$ cat config.mk
export PLATFORM = sky130hd
export DESIGN_NAME = king_scan_sequencer
export DESIGN_NICKNAME = d
export VERILOG_FILES = /design/src/rtl/king_scan_sequencer.sv
export SDC_FILE = /design/constraint.sdc
export NUM_CORES = 1
export LEC_CHECK = 0
export ABC_AREA = 1
export BUFFER_PORTS_ARGS = -buffer_cell sky130_fd_sc_hd__buf_2
export CAP_MARGIN = 20
export CORE_MARGIN = 1
export CORE_UTILIZATION = 50
export DETAILED_ROUTE_END_ITERATION = 8
export PLACE_DENSITY = 0.84
export SLEW_MARGIN = 25
export SYNTH_ARGS = -nofsm -noshare
export SYNTH_HDL_FRONTEND = slang
export SYNTH_SLANG_ARGS = --single-unit
$ cat constraint.sdc
create_clock -name clk -period 2.8 [get_ports clk]
set_clock_uncertainty 0.2 [all_clocks]
set_input_delay 0.56 -clock clk [delete_from_list [all_inputs] [get_ports clk]]
set_output_delay 0.56 -clock clk [all_outputs]
set_load 0.005 [all_outputs]
$ cat src/rtl/king_scan_sequencer.sv
`default_nettype none
// ============================================================================
// king_scan_sequencer
//   Scans a king's own square and each on-board neighbour through one shared
//   check/allow probe, then reports SAFE / CHECK / CHECKMATE / STALEMATE.
//   Revision: 1.0
// ============================================================================
module king_scan_sequencer #(
    parameter int ACK_TIMEOUT = 15
) (
    input  logic        clk,
    input  logic        reset,
    input  logic        start,
    input  logic        side,
    input  logic [5:0]  kingPosition,
    input  logic        otherMoves,
    output logic        probe_req,
    output logic [13:0] probe_move,
    input  logic        probe_ack,
    input  logic        probe_inCheck,
    input  logic        probe_allow,
    output logic        busy,
    output logic        done,
    output logic [1:0]  verdict,
    output logic        inCheck,
    output logic [7:0]  escapeMask,
    output logic        timeoutErr
);
    localparam int               CNT_W    = $clog2(ACK_TIMEOUT + 1);
    localparam logic [CNT_W-1:0] CNT_LAST = CNT_W'(ACK_TIMEOUT - 1);

    localparam logic [2:0] S_IDLE = 3'd0;
    localparam logic [2:0] S_SELF = 3'd1;
    localparam logic [2:0] S_NEXT = 3'd2;
    localparam logic [2:0] S_REQ  = 3'd3;
    localparam logic [2:0] S_EVAL = 3'd4;
    localparam logic [2:0] S_DONE = 3'd5;

    localparam logic [1:0] V_SAFE      = 2'b00;
    localparam logic [1:0] V_CHECK     = 2'b01;
    localparam logic [1:0] V_CHECKMATE = 2'b10;
    localparam logic [1:0] V_STALEMATE = 2'b11;

    logic [2:0]       state_q, state_d;
    logic [2:0]       dir_q, dir_d;
    logic             side_q, side_d;
    logic [5:0]       king_q, king_d;
    logic [7:0]       mask_q, mask_d;
    logic             in_check_q, in_check_d;
    logic [1:0]       verdict_q, verdict_d;
    logic             timeout_q, timeout_d;
    logic [CNT_W-1:0] cnt_q, cnt_d;

    logic [2:0] w_dest_file, w_dest_rank;
    logic       w_on_board;
    logic       w_blocked;

    // Edge tests are done on the 3-bit coordinates so a wrapped sum never probes.
    always_comb begin
        w_dest_file = king_q[5:3];
        w_dest_rank = king_q[2:0];
        w_on_board  = 1'b1;
        case (dir_q)
            3'd0, 3'd3, 3'd5: begin
                w_on_board  = (king_q[5:3] != 3'd0);
                w_dest_file = king_q[5:3] - 3'd1;
            end
            3'd2, 3'd4, 3'd7: begin
                w_on_board  = (king_q[5:3] != 3'd7);
                w_dest_file = king_q[5:3] + 3'd1;
            end
            default: ;
        endcase
        case (dir_q)
            3'd0, 3'd1, 3'd2: begin
                w_on_board  = w_on_board & (king_q[2:0] != 3'd0);
                w_dest_rank = king_q[2:0] - 3'd1;
            end
            3'd5, 3'd6, 3'd7: begin
                w_on_board  = w_on_board & (king_q[2:0] != 3'd7);
                w_dest_rank = king_q[2:0] + 3'd1;
            end
            default: ;
        endcase
    end

    assign w_blocked = (mask_q == 8'h00) & ~otherMoves;

    always_ff @(posedge clk) begin
        if (!reset) begin
            state_q    <= S_IDLE;
            dir_q      <= 3'd0;
            side_q     <= 1'b0;
            king_q     <= 6'd0;
            mask_q     <= 8'h00;
            in_check_q <= 1'b0;
            verdict_q  <= V_SAFE;
            timeout_q  <= 1'b0;
            cnt_q      <= '0;
        end else begin
            state_q    <= state_d;
            dir_q      <= dir_d;
            side_q     <= side_d;
            king_q     <= king_d;
            mask_q     <= mask_d;
            in_check_q <= in_check_d;
            verdict_q  <= verdict_d;
            timeout_q  <= timeout_d;
            cnt_q      <= cnt_d;
        end
    end

    always_comb begin
        state_d    = state_q;
        dir_d      = dir_q;
        side_d     = side_q;
        king_d     = king_q;
        mask_d     = mask_q;
        in_check_d = in_check_q;
        verdict_d  = verdict_q;
        timeout_d  = timeout_q;
        cnt_d      = cnt_q;
        case (state_q)
            S_IDLE: begin
                if (start) begin
                    side_d     = side;
                    king_d     = kingPosition;
                    mask_d     = 8'h00;
                    in_check_d = 1'b0;
                    timeout_d  = 1'b0;
                    cnt_d      = '0;
                    state_d    = S_SELF;
                end
            end
            S_SELF: begin
                if (probe_ack) begin
                    in_check_d = probe_inCheck;
                    dir_d      = 3'd0;
                    state_d    = S_NEXT;
                end else if (cnt_q == CNT_LAST) begin
                    timeout_d = 1'b1;
                    verdict_d = V_SAFE;
                    state_d   = S_DONE;
                end else begin
                    cnt_d = cnt_q + CNT_W'(1);
                end
            end
            S_NEXT: begin
                if (w_on_board) begin
                    cnt_d   = '0;
                    state_d = S_REQ;
                end else if (dir_q == 3'd7) begin
                    state_d = S_EVAL;
                end else begin
                    dir_d = dir_q + 3'd1;
                end
            end
            S_REQ: begin
                if (probe_ack) begin
                    mask_d[dir_q] = probe_allow & ~probe_inCheck;
                    if (dir_q == 3'd7) begin
                        state_d = S_EVAL;
                    end else begin
                        dir_d   = dir_q + 3'd1;
                        state_d = S_NEXT;
                    end
                end else if (cnt_q == CNT_LAST) begin
                    timeout_d = 1'b1;
                    verdict_d = V_SAFE;
                    state_d   = S_DONE;
                end else begin
                    cnt_d = cnt_q + CNT_W'(1);
                end
            end
            S_EVAL: begin
                if (in_check_q) verdict_d = w_blocked ? V_CHECKMATE : V_CHECK;
                else            verdict_d = w_blocked ? V_STALEMATE : V_SAFE;
                state_d = S_DONE;
            end
            S_DONE:  state_d = S_IDLE;
            default: state_d = S_IDLE;
        endcase
    end

    always_comb begin
        probe_req  = 1'b0;
        probe_move = 14'd0;
        case (state_q)
            S_SELF: begin
                probe_req  = 1'b1;
                probe_move = {side_q, 1'b0, king_q, king_q};
            end
            S_REQ: begin
                probe_req  = 1'b1;
                probe_move = {side_q, 1'b0, w_dest_file, w_dest_rank, king_q};
            end
            default: ;
        endcase
        busy = (state_q != S_IDLE);
        done = (state_q == S_DONE);
    end

    assign verdict    = verdict_q;
    assign inCheck    = in_check_q;
    assign escapeMask = mask_q;
    assign timeoutErr = timeout_q;

endmodule
`default_nettype wire
==> metrics.csv <==
metric,value,unit
status,finished with violations,
failing checks,negative setup slack,
Worst setup EP type,output pin,
Design Power,2190,uW
warnings from Yosys,0,
"Buf+Inv Stages, Crit Path",4,
synthesized area per cell,6.66,sq um
ys flop type,dfxtp_1,
post-synthesis sequential area ratio,29.0,%
Total Nets Final,386,
Worst-Margin Slew,0.535,ns
area grow syn2layout,30.5,%
post-layout util,69.9,%
Port Buffers,41,
"most used cell, CP",nand2_1,
first-pass GRT wire length,8.38,mm
final-layout fill cell count,324,
initial DRC count,156,
MaxCap Viol Count,0,
Post-Synth XOR/XNOR Area,1.31,%
Synth Area in Compound Gates,15.4,%
reg2reg end,cnt_q[0],
hold path start,timeoutErr,
fraction of registers with async set or reset after synthesis,0,%
Num CTS Buffers,5,
vias in the first global route,1885,
routed via count,2236,
mux cell area share after synthesis,0,%
leak pwr,0.00129,uW
Post-synth EDFFs,0,
Row Count,22,
Post-DP HPWL,3.65,mm
worst r2r path cells,14,
synth cell count leaders,"59 x nand2_1, 38 x nor2_1, 33 x nand3_1",
critical path arrival,2.08,ns
hold path endpoint,timeoutErr,
Yosys reg bits,29,
Congestion Overflow GR,0,
largest net degree at the start of global routing,18,
Max Buffers Root-to-Sink,2,
Placer Congestion,0.848,
Post-Synthesis Cells,301,
die height,65.3,microns
Mapped Area,0.00200,sq mm
R2R Path Start,dir_q[1],
Crit path largest cell delay,0.37,ns
total clock sinks,29,
most frequent cell after synthesis,nand2_1,
share of cells above drive strength 1,32.0,%
Post-Syn Nets,325,
Hold/Removal Path Class,reg2reg,
initial antenna violation count,0,
CTS tree,yes,
RSZ-0062 raised after global routing,yes,
remaining routing DRC violations,0,
io pins,43,
crit path max fanout,4,
Max Slew Vio Count,0,
flop-to-flop setup slack,0.68,ns
CP Data Required Time,2.04,ns
Tcrit/Tclk final,101,%
setup TNS,-0.0624,ns
Slew headroom,64.1,%
worst-path cell chain,"buf_6, ha_4, nand2_2, inv_1, nor2_2, fa_2, inv_2, xor2_2, nand2_1, nand2_1, nand3_1, o21ai_1, buf_2",
Final Hold Viols,0,
routed len/inst,13.7,microns
Max Clk Rate,352,MHz
H-tree levels,2,
Global Route Usage Sum,25.4,%
slowest CP cell,dfxtp_2,
Setup WS pre-CTS,0.0342,ns
Ant. Diodes,0,
ranking of synthesized cells by area,"dfxtp_1 29%, nand2_1 11%, nand3_1 8.2%",
Routed Antenna Nets,0,
crit path launch type,flip-flop,
DR vias/cell,5.45,
Initial Util,53.5,%
Worst Hold Depth,2,
worst hold slack,0.251,ns
Die Wd,65.3,microns
Pwr Density,839,mW/mm^2
share of the synthesized area in the top cell type,29.0,%
CTS root buffer,clkbuf_8,
"CTS clk-pin slew, worst paths",0.06,ns
CP top delay family,adder cells,
Synth area leader,dfxtp_1,
fin crit period,2.84,ns
Setup CP Type,reg2out,
core region area,0.00374,sq mm
final worst setup slack,-0.0413,ns
drt pass-1 iters,4,
largest family of logic cells by synthesized area,simple AND/OR/NAND/NOR gates,
"Clk Latency, worst-skew pair",0.28,ns
setup violators final,2,
Adder-Cell Fraction of Synth Area,6.99,%
Yosys cell types,36,
peak supply drop,0.000647,V
Die ar.,0.00427,sq mm
total length of routed wires,5.62,mm
Simple-Gate Fraction of Synth Area,37.2,%
## metal layers
layer | wire length (microns) | track usage [%] | share of wire, %
met2 | 2750 | 43.3 | 49
met4 | 102 | 8.70 | 1.8
met3 | 363 | 4.34 | 6.5
met5 | 0 | 0 | 0
met1 | 2410 | 31.9 | 43
## metrics by stage
step | instances | area (sq um)
2_1_floorplan | 301 | 2000
3_3_place_gp | 388 | 2260
3_5_place_dp | 388 | 2260
4_1_cts | 404 | 2530
5_1_grt | 410 | 2620
6_report | 410 | 2620
## kinds of logic after synthesis
group,Yosys count
AOI/OAI and AO/OA,58
xor gates and xnor gates,3
adders and majority gates,10
buffers and inverters,46
DFF,29
other,1
and+or+nand+nor,154
## placed cells by master (no fill, tap or decap), drive strengths merged, types with 6 or more instances in the layout
cell	instances
nor2	41
o21ai	22
a21oi	29
clkbuf	7
buf	61
nand2	68
inv	38
nand3	37
dfxtp	29
ha	8
nor3	6
## final cells by class
| type | count | area, sq um | share of cell area (%) |
|---|---|---|---|
| multi-input combinational | 226 | 1350 | 51.5 |
| sequential | 29 | 587 | 22.4 |
| timing repair buffer | 61 | 370 | 14.2 |
| inverter | 39 | 164 | 6.27 |
| clock buffer | 7 | 86.3 | 3.30 |
| tap | 48 | 60.1 | 2.30 |
## worst min-delay path: stages (launching register included)
cell	delay, ns
dfxtp_1	0.30
inv_1	0.05
a21oi_1	0.05
## registers in the layout, summed over array words and instances (netlist names)
name,flops
side_q,1
state_q,3
inCheck,1
escapeMask,8
cnt_q,4
verdict,2
timeoutErr,1
king_q,6
dir_q,3
## worst max path at each step
| stage | from | to | slack, ns | depth (start not counted) |
|---|---|---|---|---|
| 6_report | dir_q[1] | probe_move[8] | -0.04 | 13 |
| 5_1_grt | dir_q[1] | probe_move[8] | -0.16 | 13 |
| 4_1_cts | dir_q[1] | probe_move[8] | -0.003 | 14 |
| 3_5_place_dp | dir_q[0] | probe_move[11] | 0.03 | 11 |
| 3_3_place_gp | dir_q[0] | probe_move[11] | 0.11 | 11 |
| 2_1_floorplan | dir_q[1] | probe_move[8] | 0.23 | 12 |
## timing repair
item | in CTS | in global routing
cloned | 0 | 0
endpoints found under the setup margin | 4 | 4
pin swaps | 8 | 6
buffers inserted | 9 | 6
hold buffers | 0 | 0
gates resized for setup | 34 | 11
## power breakdown
part | leakage (uW) | internal, uW | switching, uW
Combinational | 0.00100 | 486 | 776
Sequential | 0.000238 | 500 | 80.4
Clock | 0.0000443 | 195 | 157
No activity file was read; power rests on OpenSTA's default activity.
